===== src/rtl/paddle_emu_pkg.sv =====
// Shared types, mode encodings and arithmetic helpers for the paddle emulator.
package paddle_emu_pkg;

   typedef enum logic {
      SRC_ANALOG = 1'b0,
      SRC_MOUSE  = 1'b1
   } src_t;

   localparam logic [1:0] MODE_AUTO   = 2'd0;
   localparam logic [1:0] MODE_ANALOG = 2'd1;
   localparam logic [1:0] MODE_MOUSE  = 2'd2;

   function automatic int sext8(input logic [7:0] v);
      return int'($signed(v));
   endfunction

   // Mouse deltas arrive as sign bit plus a two's-complement low byte.
   function automatic int sext9(input logic s, input logic [7:0] m);
      return int'($signed({s, m}));
   endfunction

   function automatic int clamp(input int v, input int lo, input int hi);
      if (v < lo) return lo;
      if (v > hi) return hi;
      return v;
   endfunction

   function automatic int abs_int(input int v);
      return (v < 0) ? -v : v;
   endfunction

endpackage


===== src/rtl/paddle_emu_if.sv =====
// Input/output bundle of the paddle emulator; the driver uses master, the emulator slave.
interface paddle_emu_if #(
   parameter int W = 8
);
   logic [24:0]         ps2_mouse;
   logic [15:0]         joya;
   logic [1:0]          mode;
   logic                recentre;
   logic signed [W-1:0] paddle_x;
   logic signed [W-1:0] paddle_y;
   logic [2:0]          btn;
   logic                src_mouse;
   logic                upd;

   modport master (
      output ps2_mouse, joya, mode, recentre,
      input  paddle_x, paddle_y, btn, src_mouse, upd
   );

   modport slave (
      input  ps2_mouse, joya, mode, recentre,
      output paddle_x, paddle_y, btn, src_mouse, upd
   );
endinterface


===== src/rtl/paddle_axis.sv =====
// One mouse axis: scale and clamp the packet delta, then accumulate with saturation.
module paddle_axis
   import paddle_emu_pkg::*;
#(
   parameter int W        = 8,
   parameter int MAX_STEP = 10,
   parameter int SHIFT    = 1
) (
   input  logic                clk_sys,
   input  logic                reset,
   input  logic                sign_bit,
   input  logic [7:0]          mag_byte,
   input  logic                step_en,
   input  logic                clear,
   input  logic                recentre,
   output logic signed [W-1:0] acc_next
);

   logic signed [W-1:0] acc_reg;
   int delta;
   int base;
   int sum;

   // Sums are formed in 32 bits so saturation never sees a wrapped value.
   always_comb begin
      delta    = clamp(sext9(sign_bit, mag_byte) >>> SHIFT, -MAX_STEP, MAX_STEP);
      base     = recentre ? 0 : int'(acc_reg);
      sum      = clamp(base + delta, -(2 ** (W - 1)), (2 ** (W - 1)) - 1);
      acc_next = acc_reg;
      if (clear) begin
         acc_next = '0;
      end else if (step_en) begin
         acc_next = W'(sum);
      end else if (recentre) begin
         acc_next = '0;
      end
   end

   always_ff @(posedge clk_sys) begin
      if (reset) begin
         acc_reg <= '0;
      end else begin
         acc_reg <= acc_next;
      end
   end

endmodule


===== src/rtl/paddle_emu.sv =====
// Paddle emulator: picks analog stick or PS/2 mouse as the paddle source and
// registers signed paddle positions with a change pulse.
module paddle_emu
   import paddle_emu_pkg::*;
#(
   parameter int W        = 8,
   parameter int MAX_STEP = 10,
   parameter int SHIFT    = 1,
   parameter int DEADZONE = 0
) (
   input logic         clk_sys,
   input logic         reset,
   paddle_emu_if.slave bus
);

   src_t                state_reg, state_next;
   logic                strobe_reg;
   logic                mouse_evt, analog_evt, step_en, clear_acc;
   int                  jx, jy;
   logic [1:0]          axis_sign;
   logic [7:0]          axis_mag [2];
   logic signed [W-1:0] axis_acc [2];
   logic signed [W-1:0] px_next, py_next, px_reg, py_reg;
   logic [2:0]          btn_next, btn_reg;
   logic                upd_reg;
   logic                unused_bits;

   assign unused_bits = ^{bus.ps2_mouse[7:6], bus.ps2_mouse[3]};

   assign mouse_evt  = bus.ps2_mouse[24] ^ strobe_reg;
   assign jx         = sext8(bus.joya[7:0]);
   assign jy         = sext8(bus.joya[15:8]);
   assign analog_evt = (abs_int(jx) > DEADZONE) || (abs_int(jy) > DEADZONE);

   always_comb begin
      state_next = state_reg;
      case (bus.mode)
         MODE_ANALOG: state_next = SRC_ANALOG;
         MODE_MOUSE:  state_next = SRC_MOUSE;
         default: begin
            if (analog_evt) begin
               state_next = SRC_ANALOG;
            end else if (mouse_evt) begin
               state_next = SRC_MOUSE;
            end
         end
      endcase
   end

   // Accumulators only live while the mouse is the source.
   assign step_en   = mouse_evt && (state_next == SRC_MOUSE);
   assign clear_acc = (state_next == SRC_ANALOG);

   assign axis_sign   = {bus.ps2_mouse[5], bus.ps2_mouse[4]};
   assign axis_mag[0] = bus.ps2_mouse[15:8];
   assign axis_mag[1] = bus.ps2_mouse[23:16];

   generate
      for (genvar gi = 0; gi < 2; gi++) begin : g_axis
         paddle_axis #(
            .W        (W),
            .MAX_STEP (MAX_STEP),
            .SHIFT    (SHIFT)
         ) u_axis (
            .clk_sys  (clk_sys),
            .reset    (reset),
            .sign_bit (axis_sign[gi]),
            .mag_byte (axis_mag[gi]),
            .step_en  (step_en),
            .clear    (clear_acc),
            .recentre (bus.recentre),
            .acc_next (axis_acc[gi])
         );
      end
   endgenerate

   always_comb begin
      px_next  = W'(jx <<< (W - 8));
      py_next  = W'(jy <<< (W - 8));
      btn_next = '0;
      if (state_next == SRC_MOUSE) begin
         px_next  = axis_acc[0];
         py_next  = axis_acc[1];
         btn_next = step_en ? bus.ps2_mouse[2:0] : btn_reg;
      end
   end

   // The strobe history follows the input even in reset so release sees no stale toggle.
   always_ff @(posedge clk_sys) begin
      strobe_reg <= bus.ps2_mouse[24];
      if (reset) begin
         state_reg <= SRC_ANALOG;
         px_reg    <= '0;
         py_reg    <= '0;
         btn_reg   <= '0;
         upd_reg   <= 1'b0;
      end else begin
         state_reg <= state_next;
         px_reg    <= px_next;
         py_reg    <= py_next;
         btn_reg   <= btn_next;
         upd_reg   <= (px_next != px_reg) || (py_next != py_reg);
      end
   end

   assign bus.paddle_x  = px_reg;
   assign bus.paddle_y  = py_reg;
   assign bus.btn       = btn_reg;
   assign bus.src_mouse = (state_reg == SRC_MOUSE);
   assign bus.upd       = upd_reg;

endmodule


===== src/flat_wrapper.sv =====
// flat-port wrapper written by rule: the top's interface ports become plain ports
module paddle_emu_flat import paddle_emu_pkg::*;
#(
   parameter int W        = 8,
   parameter int MAX_STEP = 10,
   parameter int SHIFT    = 1,
   parameter int DEADZONE = 0
)
  (clk_sys, reset, bus_ps2_mouse, bus_joya, bus_mode, bus_recentre, bus_paddle_x, bus_paddle_y, bus_btn, bus_src_mouse, bus_upd);
  paddle_emu_if #(.W(W)) bus_i ();
  input logic clk_sys;
  input logic reset;
  input wire logic [$bits(bus_i.ps2_mouse)-1:0] bus_ps2_mouse;
  input wire logic [$bits(bus_i.joya)-1:0] bus_joya;
  input wire logic [$bits(bus_i.mode)-1:0] bus_mode;
  input wire logic [$bits(bus_i.recentre)-1:0] bus_recentre;
  output wire logic [$bits(bus_i.paddle_x)-1:0] bus_paddle_x;
  output wire logic [$bits(bus_i.paddle_y)-1:0] bus_paddle_y;
  output wire logic [$bits(bus_i.btn)-1:0] bus_btn;
  output wire logic [$bits(bus_i.src_mouse)-1:0] bus_src_mouse;
  output wire logic [$bits(bus_i.upd)-1:0] bus_upd;
  assign bus_i.ps2_mouse = bus_ps2_mouse;
  assign bus_i.joya = bus_joya;
  assign bus_i.mode = bus_mode;
  assign bus_i.recentre = bus_recentre;
  assign bus_paddle_x = bus_i.paddle_x;
  assign bus_paddle_y = bus_i.paddle_y;
  assign bus_btn = bus_i.btn;
  assign bus_src_mouse = bus_i.src_mouse;
  assign bus_upd = bus_i.upd;
  paddle_emu #(.W(W), .MAX_STEP(MAX_STEP), .SHIFT(SHIFT), .DEADZONE(DEADZONE)) u_core (.clk_sys(clk_sys), .reset(reset), .bus(bus_i));
endmodule

===== config.mk =====
export PLATFORM = sky130hd
export DESIGN_NAME = paddle_emu_flat
export DESIGN_NICKNAME = d
export VERILOG_FILES = /design/src/rtl/paddle_emu_pkg.sv /design/src/rtl/paddle_emu_if.sv /design/src/rtl/paddle_axis.sv /design/src/rtl/paddle_emu.sv /design/src/flat_wrapper.sv
export SDC_FILE = /design/constraint.sdc
export NUM_CORES = 1
export LEC_CHECK = 0
export ABC_AREA = 0
export BUFFER_PORTS_ARGS = -buffer_cell sky130_fd_sc_hd__buf_2
export CELL_PAD_IN_SITES_DETAIL_PLACEMENT = 0
export CELL_PAD_IN_SITES_GLOBAL_PLACEMENT = 1
export CORE_AREA = 8 8 113 115
export DETAILED_ROUTE_END_ITERATION = 10
export DIE_AREA = 0 0 121 123
export GPL_ROUTABILITY_DRIVEN = 0
export GPL_TIMING_DRIVEN = 0
export PLACE_DENSITY = 0.77
export SLEW_MARGIN = 30
export SYNTH_ARGS = -nofsm -noshare
export SYNTH_HDL_FRONTEND = slang
export SYNTH_SLANG_ARGS = --single-unit

===== constraint.sdc =====
create_clock -name clk_sys -period 8.1 [get_ports clk_sys]
set_clock_uncertainty 0.1 [all_clocks]
set_input_delay 2.43 -clock clk_sys [delete_from_list [all_inputs] [get_ports clk_sys]]
set_output_delay 2.43 -clock clk_sys [all_outputs]
set_load 0.03 [all_outputs]

After elaboration in Yosys (flattened, before gate mapping)
Cells that the tools add are included.
{"block": "word_totals", "register_bits": 38}
{"block": "op_classes", "addsub": 4, "n_lt_le_gt_ge": 12, "eq_ne": 4, "mux": 43, "bitwise": 2, "n_reduce_logical": 4}
{"op": "two-way mux 32 bit", "n": 12}
{"op": "two-way mux 8 bit", "n": 16}
{"op": "adder 32 bit", "n": 2}
{"op": "> comparator 32 x 1 -> 1 bit, second input constant", "n": 2}
{"op": "> comparator 32 x 8 -> 1 bit, second input constant", "n": 2}
{"op": "< comparator 32 x 8 -> 1 bit, second input constant", "n": 2}
{"op": "negator 8 -> 32 bit", "n": 2}
{"op": "> comparator 8 x 5 -> 1 bit, second input constant", "n": 2}
{"op": "< comparator 8 x 1 -> 1 bit, second input constant", "n": 2}
{"op": "< comparator 8 x 5 -> 1 bit, second input constant", "n": 2}
{"op": "!= test 8 bit", "n": 2}
{"op": "two-way mux 1 bit", "n": 14}
{"op": "equality test 2 x 1 -> 1 bit, second input constant", "n": 1}
{"op": "equality test 2 bit, second input constant", "n": 1}
{"op": "logical OR 1 bit", "n": 2}
{"op": "case mux 1 bit (2 select lines)", "n": 1}
{"op": "OR reduction 2 bit", "n": 1}
{"op": "logical AND 1 bit", "n": 1}
{"op": "NOT 1 bit", "n": 1}
{"op": "bitwise XOR 1 bit", "n": 1}

Longest topological paths before layout
Gate-level depths: netlist (run 1).
{"block": "logic_depth", "ltp_word": 16, "mapped_depth": 25, "ltp_nobuf": 25}

Hierarchy
A second synthesis (run 1) with hierarchy kept.
{"block": "unflattened", "cells_unflattened": 466, "hier_area_um2": 4062.6}
{"mod": "paddle_axis", "instances": 2, "cells_each": 152, "area_per_inst_um2": 1347.5}
{"mod": "paddle_emu", "instances": 1, "cells_each": 162, "area_per_inst_um2": 1367.6}

Worst setup path before layout (run 1)
OpenSTA, ideal clock, no wires.
{"block": "synth_timing", "path_kind": "input -> register", "from": "in bus_ps2_mouse[19]", "to": "reg u_core.upd_reg, in the netlist u_core.bus.upd", "setup_time_ns": 0.141, "arrival_ns": 7.543, "required_ns": 7.859, "slack_ns": 0.316, "cell_stages": 23, "n_path_buf": 0, "path_cell_list": "inv_1 > nand2_1 > a2111oi_0 > nor2_1 > nand2b_1 > or2_2 > ha_1 > a211oi_1 > o21a_1 > nor2_1 > o21ai_0 > nand2b_1 > a21o_1 > inv_1 > fa_1 > or3b_1 > o41ai_1 > nand4bb_1 > a311oi_1 > mux2_2 > a211o_1 > o41ai_2 > a41oi_1"}
{"block": "synth_via", "elab_chain_cells": 16}
{"element": "from (decl)", "line": "flat_wrapper.sv:13", "source": "input wire logic [$bits(bus_i.ps2_mouse)-1:0] bus_ps2_mouse;"}
{"element": "> comparator 8 x 5 -> 1 bit / < comparator 8 x 5 -> 1 bit (equally long branches)", "line": "paddle_emu_pkg.sv:24, paddle_emu_pkg.sv:23"}
{"element": "two-way mux 1 bit / two-way mux 32 bit (equally long branches)", "line": "paddle_emu_pkg.sv:24, paddle_emu_pkg.sv:23"}
{"element": "two-way mux 1 bit / two-way mux 32 bit (equally long branches)", "line": "paddle_emu_pkg.sv:24", "source": "if (v > hi) return hi;"}
{"element": "two-way mux 32 bit", "line": "paddle_emu_pkg.sv:25", "source": "return v;"}
{"element": "two-way mux 32 bit *", "line": "paddle_emu_pkg.sv:24"}
{"element": "adder 32 bit *", "line": "paddle_axis.sv:28", "source": "sum = clamp(base + delta, -(2 ** (W - 1)), (2 ** (W - 1)) - 1);"}
{"element": "> comparator 32 x 8 -> 1 bit / < comparator 32 x 8 -> 1 bit (equally long branches)", "line": "paddle_emu_pkg.sv:24, paddle_emu_pkg.sv:23"}
{"element": "two-way mux 1 bit / two-way mux 8 bit (equally long branches)", "line": "paddle_emu_pkg.sv:24, paddle_emu_pkg.sv:23"}
{"element": "two-way mux 1 bit / two-way mux 8 bit (equally long branches)", "line": "paddle_emu_pkg.sv:24"}
{"element": "two-way mux 8 bit", "line": "paddle_emu_pkg.sv:25"}
{"element": "two-way mux 8 bit *", "line": "paddle_emu_pkg.sv:24"}
{"element": "two-way mux 8 bit *", "line": "paddle_axis.sv:32", "source": "end else if (step_en) begin"}
{"element": "two-way mux 8 bit *", "line": "paddle_axis.sv:30", "source": "if (clear) begin"}
{"element": "two-way mux 8 bit *", "line": "paddle_emu.sv:81", "source": "if (state_next == SRC_MOUSE) begin"}
{"element": "!= test 8 bit *", "line": "paddle_emu.sv:102", "source": "upd_reg <= (px_next != px_reg) || (py_next != py_reg);"}
{"element": "logical OR 1 bit *", "line": "paddle_emu.sv:102"}
{"element": "to (signal assigned)", "line": "paddle_emu.sv:102"}
{"element": "to (decl)", "line": "paddle_emu.sv:25", "source": "logic upd_reg;"}
Mark *: on every way between the ends. The rest lies on a longest branch, timed or not. The select of a mux whose other input is x is not followed.
A chain may end at the register's enable or synchronous reset.

Final worst setup path (run 1)
Ends and elaborated chain as after synthesis.

==> results of run 1 <==
[critical path: stages]
cell,delay [ps]
buf_2,110
inv_2,60
nand2_2,70
a2111oi_4,300
nor2_2,90
nand2b_4,150
or2_4,290
ha_4,230
a211oi_4,260
o21a_1,240
nor2_4,50
o21ai_1,150
nand2b_1,140
buf_4,170
inv_2,40
fa_1,460
nor4b_2,310
nand4_1,150
o41ai_2,380
nand4bb_1,190
buf_6,170
a311oi_4,290
mux2_4,330
a211o_1,300
o41ai_4,400
a41oi_2,180
[worst paths after layout]
check        slack [ps]  depth (start not counted)                             end
max reg2reg        2570                         17       u_core.bus.upd$_SDFF_PP0_
max                 170                         26       u_core.bus.upd$_SDFF_PP0_
min reg2reg         350                          2  u_core.bus.btn[0]$_SDFFE_PP0P_
min                 350                          2  u_core.bus.btn[0]$_SDFFE_PP0P_
[power by group through the flow]
stage / clock network, mW / registers, mW / logic (mW)
after floorplan: 0 / 0.217 / 0.107
after global placement: 0 / 0.206 / 0.173
after detailed placement: 0 / 0.207 / 0.176
after CTS: 0.209 / 0.203 / 0.179
after global routing: 0.218 / 0.204 / 0.211
final: 0.208 / 0.203 / 0.195
[repair_timing]
item,4_1_cts,5_1_grt
cloned,0,0
setup buffers,1,13
endpoints found under the setup margin,1,1
gates resized for setup,6,39
pin swaps,2,26
[Yosys cell counts (all sizes together) (3+ instances only)]
cell type,instances
a22oi,5
nor3,12
xor2,4
nand3b,3
o21ai,19
fa,22
buf,5
nand2b,10
o21a,3
xnor2,11
a311oi,4
or3,3
inv,51
a21oi,35
nor4,3
mux2i,11
nor3b,3
dfxtp,38
nand4,9
a211o,5
clkbuf,23
nor2b,21
o41ai,5
and2,9
nand2,39
o22ai,10
a21o,8
o211ai,6
a211oi,17
ha,21
a31oi,4
nand3,14
nor2,58
mux2,6
nor4b,6
[metal layers]
metal | vias to the layer above | global-route usage | part of all wire
met4 | 0 | 0.0265 | 0.0085
met1 | 2078 | 0.244 | 0.47
met5 | - | 0 | 0
met3 | 11 | 0.0260 | 0.049
li1 | 2073 | - | -
met2 | 136 | 0.291 | 0.47
[area by class of cell]
| class | count | share of cell area |
|---|---|---|
| multi-input combinational | 419 | 0.648 |
| sequential | 38 | 0.150 |
| timing repair buffer | 70 | 0.0778 |
| inverter | 51 | 0.0377 |
| tap | 143 | 0.0352 |
| clock buffer | 6 | 0.0273 |
| buffer | 28 | 0.0222 |
| clock inverter | 2 | 0.00246 |
[cells by family (layout without fill, tap and decap cells)]
group	count (synthesis)	in the layout	share of synthesized area
buf+inv	79	157	0.0725
flops	38	38	0.183
xor+xnor	15	15	0.0334
mux	17	17	0.0427
simple gates	200	200	0.245
compound gates	144	144	0.254
fa+ha+maj	43	43	0.169
[through the flow]
step	hold WS, ps	setup WS [ps]	area (um^2)	std cells	TNS (ps)
after floorplan	390	316	4160	536	0
after global placement	337	-578	4620	735	-578
after detailed placement	341	-624	4620	735	-624
after CTS	350	48.3	4820	744	0
after global routing	363	-57.2	5080	757	-57.2
final	348	173	5080	757	0
==> results.sh, run 1 <==
export IMPL_outcome="complete, no violations"
export IMPL_via_count=4298
export IMPL_viasPerCell=5.68
export IMPL_yosys_top_cells_area="dfxtp_1 (18%), fa_1 (11%), ha_1 (6.3%)"
export IMPL_antenna_found_initial=0
export IMPL_synth_edff_count=0
export IMPL_startpoint="bus_ps2_mouse[19]"
export IMPL_grt_pass1_vias=4123
export IMPL_die_area_um2=14900
export IMPL_power_density_nw_per_um2=119
export IMPL_antenna_cells=0
export IMPL_routed_wl_um=13600
export IMPL_p_leak_nw=2.13
export IMPL_required_ps=8130
export IMPL_avgSynthCellArea_um2=7.76
export IMPL_cts_path_max_buffers=2
export IMPL_syn_num_nets=625
export IMPL_final_cell_mix="buf_2 (57), nor2_1 (55), inv_1 (49)"
export IMPL_cap_viol_max_count=0
export IMPL_r2r_start="u_core.g_axis[0].u_axis.acc_reg[7]$_SDFF_PP0_"
export IMPL_clkPwrFrac=0.343
export IMPL_timing_fmax_ghz=0.126
export IMPL_synth_cell_types=69
export IMPL_drive_above_1_share=0.205
export IMPL_route_antenna_remaining_nets=0
export IMPL_synth_warnings=0
export IMPL_grt_max_degree=13
export IMPL_portBuffers=56
export IMPL_swShare=0.356
export IMPL_grt_usage=0.177
export IMPL_cts_sinks=38
export IMPL_finalSetupViolCount=0
export IMPL_pwr_share_comb=0.322
export IMPL_htreeDepth=2
export IMPL_root_buffer="clkbuf_16"
export IMPL_largest_reg_flops=16
export IMPL_holdCritStartpoint="u_core.bus.btn[0]$_SDFFE_PP0P_"
export IMPL_top_level_ports=67
export IMPL_start_util=0.375
export IMPL_hp_class="reg2reg"
export IMPL_clock_latency_ps=290
export IMPL_final_hold_violation_count=0
export IMPL_path_clk_slew_ps=70
export IMPL_syn_to_final_growth_pct=22.2
export IMPL_fin_util=0.459
export IMPL_arrival_ps=7960
export IMPL_grt_pass1_wl_um=21100
export IMPL_ys_ff_latch=38
export IMPL_die_x_um=121
export IMPL_grt_overflow=0
export IMPL_internal_power_mw=0.390
export IMPL_fin_crit_sh=0.979
export IMPL_hpwl_um=10500
export IMPL_drv_slew=0
export IMPL_syn_inst=536
export IMPL_fin_nets=702
export IMPL_total_power_mw=0.605
export IMPL_tightestPinTransition_ps=832
export IMPL_endpoint_kind="flop"
export IMPL_seqCellArea_um2=761
export IMPL_cts_tree="yes"
export IMPL_wl_per_cell_um=18.0
export IMPL_synth_top_area_frac=0.183
export IMPL_yosysTopAreaCell="dfxtp_1"
export IMPL_crit_type="in2reg"
export IMPL_mostFrequentLayoutCell="buf_2"
export IMPL_multi_input_area_um2=3290
export IMPL_switchingPower_mw=0.216
export IMPL_netlist_area_um2=4160
export IMPL_rows=39
export IMPL_cp_max_fo=4
export IMPL_drtIter0Drc=363
export IMPL_ys_seq_area_frac=0.183
export IMPL_die_h_um=123
export IMPL_nFillCells=1094
export IMPL_core_um2=11100
export IMPL_power_share_sequential=0.335
export IMPL_remaining_drc_errors=0
export IMPL_start_kind="primary input"
export IMPL_ctsHoldBuffers=0
export IMPL_period_needed_ps=7930
export IMPL_numCtsBuffers=5
export IMPL_maxSlewHeadroom=0.441
export IMPL_async_flop_share=0
export IMPL_firstDrtPassIters=5
export IMPL_worst_ir_drop_vdd_uv=91.2
export IMPL_synth_ff_type="dfxtp_1"
(Power assumes the default switching activity.)
==> run 2: changes to the inputs <==
RECOVER_POWER = 25   (was unset)
==> results.sh, run 2 (same netlist as run 1, synthesis figures left out) <==
export IMPL_finalSetupViolCount=0
export IMPL_drtIter0Drc=370
export IMPL_start_util=0.375
export IMPL_antenna_cells=0
export IMPL_switchingPower_mw=0.216
export IMPL_maxSlewHeadroom=0.438
export IMPL_worstRegToRegCells=17
export IMPL_root_buffer="clkbuf_16"
export IMPL_hp_class="reg2reg"
export IMPL_cap_viol_max_count=0
export IMPL_power_density_nw_per_um2=119
export IMPL_swShare=0.357
export IMPL_drv_slew=0
export IMPL_cp_max_fo=4
export IMPL_tightestPinTransition_ps=838
export IMPL_routed_wl_um=13700
export IMPL_viasPerCell=5.67
export IMPL_final_hold_violation_count=0
export IMPL_route_antenna_remaining_nets=0
export IMPL_grt_util_met3=0.0260
export IMPL_power_share_sequential=0.335
export IMPL_cts_sinks=38
export IMPL_endpoint_kind="flop"
export IMPL_grt_pass1_wl_um=21100
export IMPL_instances_no_fill=757
export IMPL_dp_cells=735
export IMPL_die_h_um=123
export IMPL_hpwl_um=10500
export IMPL_largest_reg_flops=16
export IMPL_grt_pass1_vias=4123
export IMPL_seqCellArea_um2=761
export IMPL_syn_to_final_growth_pct=21.8
export IMPL_die_area_um2=14900
export IMPL_start_kind="primary input"
export IMPL_clkPwrFrac=0.344
export IMPL_antenna_found_initial=0
export IMPL_die_x_um=121
export IMPL_whs_path_depth=2
export IMPL_numCtsBuffers=5
export IMPL_path_clk_slew_ps=70
export IMPL_portBuffers=56
export IMPL_clock_latency_ps=290
export IMPL_grt_overflow=0
export IMPL_timing_fmax_ghz=0.126
export IMPL_multi_input_area_um2=3290
export IMPL_core_um2=11100
export IMPL_hold_path_end="u_core.bus.btn[1]$_SDFFE_PP0P_"
export IMPL_grt_usage=0.177
export IMPL_gr_max_usage_layer="met2"
export IMPL_use_met2=0.291
export IMPL_fin_setup_tns_ps=0
export IMPL_mostFrequentLayoutCell="nor2_1"
export IMPL_via_count=4294
export IMPL_htreeDepth=2
export IMPL_reg2reg_setup_slack_ps=2570
export IMPL_fin_nets=702
export IMPL_arrival_ps=7970
export IMPL_cts_path_max_buffers=2
export IMPL_nFillCells=1101
export IMPL_holdCritStartpoint="u_core.bus.btn[1]$_SDFFE_PP0P_"
export IMPL_p_leak_nw=2.08
export IMPL_period_needed_ps=7930
export IMPL_wl_per_cell_um=18.0
export IMPL_crit_type="in2reg"
export IMPL_r2r_start="u_core.g_axis[0].u_axis.acc_reg[7]$_SDFF_PP0_"
export IMPL_final_cell_mix="nor2_1 (55), inv_1 (49), buf_2 (43)"
export IMPL_r2r_end="u_core.bus.upd$_SDFF_PP0_"
export IMPL_top_level_ports=67
export IMPL_outcome="complete, no violations"
export IMPL_remaining_drc_errors=0
export IMPL_worst_ir_drop_vdd_uv=91.1
export IMPL_rows=39
export IMPL_grt_max_degree=13
export IMPL_use_met1=0.244
export IMPL_pwr_share_comb=0.321
export IMPL_required_ps=8130
export IMPL_fin_crit_sh=0.979
export IMPL_drive_above_1_share=0.182
export IMPL_internal_power_mw=0.389
export IMPL_firstDrtPassIters=6
export IMPL_cts_tree="yes"
## run 2: critical path, stage by stage
cell       delay, ps
buf_2            110
inv_2             60
nand2_2           70
a2111oi_4        300
nor2_2            90
nand2b_4         150
or2_4            290
ha_4             230
a211oi_4         260
o21a_1           240
nor2_4            50
o21ai_1          150
nand2b_1         140
buf_4            170
inv_2             40
fa_1             460
nor4b_2          310
nand4_1          150
o41ai_2          380
nand4bb_1        190
buf_6            170
a311oi_4         290
mux2_4           330
a211o_1          300
o41ai_4          400
a41oi_2          180
## run 2: power groups by stage
stage / Sequential [mW] / Combinational (mW) / Clock [mW]
5_1_grt: 0.204 / 0.210 / 0.218
4_1_cts: 0.203 / 0.179 / 0.209
2_1_floorplan: 0.217 / 0.107 / 0
6_report: 0.203 / 0.194 / 0.208
3_3_place_gp: 0.206 / 0.173 / 0
3_5_place_dp: 0.207 / 0.176 / 0
## run 2: layer usage
metal,routed length [um],share of wire
met1,6410,0.47
met5,0,0
met3,674,0.049
met2,6450,0.47
met4,116,0.0085
## run 2: per-stage QoR
step	utilization	hold WS (ps)	total power [mW]	cell area, um^2	worst slack [ps]
final	0.457	351	0.605	5060	167
after global routing	0.457	364	0.632	5060	-57.2
after CTS	0.435	350	0.590	4820	48.3
after detailed placement	0.417	341	0.383	4620	-624
after global placement	0.417	337	0.379	4620	-578
after floorplan	-	390	0.324	4160	316
## run 2: what timing repair did
| action | in CTS | in global routing |
|---|---|---|
| hold buffers | 0 | 0 |
| setup buffers | 1 | 13 |
| gates resized for setup | 6 | 39 |
| endpoints found under the setup margin | 1 | 1 |
| endpoints found under the hold margin | 0 | 0 |
| pin swaps | 2 | 26 |
## run 2: worst max-delay path by stage
stage                           endpoint  slack, ps              start  cells past startpoint
3_5_place_dp   u_core.bus.upd$_SDFF_PP0_       -620  bus_ps2_mouse[19]                     24
3_3_place_gp   u_core.bus.upd$_SDFF_PP0_       -580  bus_ps2_mouse[19]                     24
6_report       u_core.bus.upd$_SDFF_PP0_        170  bus_ps2_mouse[19]                     26
5_1_grt        u_core.bus.upd$_SDFF_PP0_        -60  bus_ps2_mouse[17]                     26
4_1_cts        u_core.bus.upd$_SDFF_PP0_         50  bus_ps2_mouse[19]                     24
2_1_floorplan  u_core.bus.upd$_SDFF_PP0_        320  bus_ps2_mouse[19]                     23
## run 2: layout make-up
cell class / count / share of cell area
buffer: 28 / 0.0222
clock buffer: 6 / 0.0274
inverter: 51 / 0.0378
tap: 143 / 0.0353
sequential: 38 / 0.150
multi-input combinational: 419 / 0.650
clock inverter: 2 / 0.00247
timing repair buffer: 70 / 0.0746
==> run 3: changes to the inputs <==
CORE_AREA = 8 8 112 114   (was 8 8 113 115)
DIE_AREA = 0 0 120 122   (was 0 0 121 123)
PLACE_DENSITY = 0.75   (was 0.77)
SYNTH_HIERARCHICAL = 1   (was unset)
TNS_END_PERCENT = 20   (was unset)
==> results.sh, run 3 <==
export IMPL_synth_top_area_frac=0.187
export IMPL_die_x_um=120
export IMPL_crit_slowest_cell="fa_1"
export IMPL_syn_num_nets=553
export IMPL_nFillCells=1090
export IMPL_die_area_um2=14600
export IMPL_start_util=0.380
export IMPL_avgSynthCellArea_um2=8.72
export IMPL_dp_slack_ps=-753
export IMPL_antenna_found_initial=0
export IMPL_netlist_area_um2=4060
export IMPL_crit_buf_inv=2
export IMPL_placed_area_um2=4540
export IMPL_p_leak_nw=2.02
export IMPL_rows=38
export IMPL_required_ps=8150
export IMPL_portBuffers=61
export IMPL_grt_setup_unrepaired="yes"
export IMPL_endpoint_kind="flop"
export IMPL_clock_latency_ps=300
export IMPL_fin_util=0.475
export IMPL_hpwl_um=9270
export IMPL_via_count=3852
export IMPL_root_buffer="clkbuf_8"
export IMPL_ys_seq_area_frac=0.187
export IMPL_design_area_um2=5090
export IMPL_path_clk_slew_ps=80
export IMPL_cpLargestDelayFamily="compound AO/OA/AOI/OAI gates"
export IMPL_syn_to_final_growth_pct=25.2
export IMPL_tightestPinTransition_ps=726
export IMPL_ys_ff_latch=38
export IMPL_yosys_top_cells_area="dfxtp_1 (19%), fa_1 (11%), ha_1 (5.9%)"
export IMPL_worst_slack_ps=91.8
export IMPL_hp_class="reg2reg"
export IMPL_final_cell_mix="buf_2 (47), dfxtp_1 (38), inv_1 (33)"
export IMPL_fin_crit_sh=0.989
export IMPL_cp_cell_sequence="buf_2, inv_1, nand2_1, a2111oi_2, nor2_1, or3b_4, ha_1, a211oi_2, o211ai_1, a21o_1, a21o_1, fa_1, nor4b_2, nand3_1, o31a_1, o31ai_4, a211oi_2, xor2_1, nor4_2, nand4_1, or4_1, o21a_1, nor4_4, a41oi_2"
export IMPL_final_hold_violation_count=0
export IMPL_synth_ff_type="dfxtp_1"
export IMPL_yosysMostFrequentCell="dfxtp_1"
export IMPL_drv_slew=0
export IMPL_timing_fmax_ghz=0.125
export IMPL_timing_hold_ws_ps=429
export IMPL_cp_max_fo=4
export IMPL_syn_inst=466
export IMPL_synth_warnings=6
export IMPL_drive_above_1_share=0.296
export IMPL_numCtsBuffers=5
export IMPL_remaining_drc_errors=0
export IMPL_cap_viol_max_count=0
export IMPL_viasPerCell=5.50
export IMPL_period_needed_ps=8010
export IMPL_fin_nets=648
export IMPL_cts_tree="yes"
export IMPL_power_density_nw_per_um2=90.4
export IMPL_grt_max_degree=17
export IMPL_antenna_cells=0
export IMPL_route_antenna_remaining_nets=0
export IMPL_grt_pass1_wl_um=18700
export IMPL_firstDrtPassIters=5
export IMPL_routed_wl_um=11700
export IMPL_async_flop_share=0
export IMPL_ctsHoldBuffers=0
export IMPL_yosysTopAreaCell="dfxtp_1"
export IMPL_cts_path_max_buffers=2
export IMPL_grt_usage=0.154
export IMPL_slowest_delay_ps=470
export IMPL_largest_reg_flops=16
export IMPL_wl_per_cell_um=16.7
export IMPL_grt_overflow=0
export IMPL_core_um2=10700
export IMPL_outcome="complete, no violations"
export IMPL_cts_sinks=38
export IMPL_drtIter0Drc=216
export IMPL_crit_type="in2reg"
export IMPL_htreeDepth=2
export IMPL_die_h_um=122
export IMPL_arrival_ps=8060
export IMPL_maxSlewHeadroom=0.515
export IMPL_start_kind="primary input"
export IMPL_synth_common_cells="dfxtp_1 (38), inv_1 (34), nand2_1 (33)"
export IMPL_synth_cell_types=68
export IMPL_finalSetupViolCount=0
export IMPL_grt_pass1_vias=3766
export IMPL_top_level_ports=67
export IMPL_worst_ir_drop_vdd_uv=69.7
export IMPL_mostFrequentLayoutCell="buf_2"
export IMPL_synth_edff_count=0
[run 3: per-stage QoR]
step,setup TNS (ps),power [mW],std cells
global placement,-770,0.319,667
finish,0,0.460,701
detailed placement,-753,0.321,667
CTS,0,0.452,682
global route,-122,0.481,701
floorplan,0,0.280,466
[run 3: cell type report]
cell class              count  area (um^2)  area share
inverters                  37          139      0.0273
clock buffers               5         68.8      0.0135
repair buffers             88          490      0.0964
flip-flops and latches     38          761       0.150
plain buffers              18         67.6      0.0133
well taps                 140          175      0.0344
clock inverters             2         10.0     0.00197
multi-input cells         373         3370       0.663
[run 3: report_power, final]
group | internal, mW | total, mW | switching (mW)
Combinational | 0.0525 | 0.133 | 0.0810
Sequential | 0.192 | 0.198 | 0.00579
Clock | 0.0579 | 0.129 | 0.0707
Total | 0.302 | 0.460 | 0.157
[run 3: worst paths after layout]
path                                                                    start                        endpoint  slack [ps]  cells past startpoint
worst max register to register  u_core/g_axis[0].u_axis/acc_reg[0]$_SDFF_PP0_       u_core/bus.upd$_SDFF_PP0_        2560                     20
worst min register to register                 u_core/bus.btn[2]$_SDFFE_PP0P_  u_core/bus.btn[2]$_SDFFE_PP0P_         430                      2
worst max-delay path                                        bus_ps2_mouse[19]       u_core/bus.upd$_SDFF_PP0_          90                     24
worst min-delay path                           u_core/bus.btn[2]$_SDFFE_PP0P_  u_core/bus.btn[2]$_SDFFE_PP0P_         430                      2
[run 3: timing repair]
action / in CTS / in global routing
gates resized for setup: 18 / 33
setup endpoints to repair: 1 / 1
pin swaps: 20 / 40
cloned: 0 / 0
buffers inserted: 8 / 19
[run 3: cell families after synthesis]
| family | count (synthesis) | share of synthesized area |
|---|---|---|
| AND/OR/NAND/NOR | 179 | 0.277 |
| AO/OA/AOI/OAI | 115 | 0.230 |
| buffers and inverters | 55 | 0.0508 |
| adder cells (fa/ha/maj) | 41 | 0.167 |
| flip-flops | 38 | 0.187 |
| XOR/XNOR | 28 | 0.0622 |
| multiplexers | 10 | 0.0259 |
[run 3: metal layers]
layer  vias to the layer above  global-route usage  wire length (um)  part of all wire
met4                         0              0.0320                89            0.0076
met3                         6              0.0282               569             0.049
met2                        78               0.260              5650              0.48
li1                       1889                   -                 -                 -
met5                         -                   0                 0                 0
met1                      1879               0.200              5370              0.46
[run 3: worst min-delay path, delay by kind of cell, from the launching register on]
| kind | cells | cell delay (ps) |
|---|---|---|
| multiplexers | 1 | 120 |
| flip-flops | 1 | 320 |
| AND/OR/NAND/NOR | 1 | 50 |
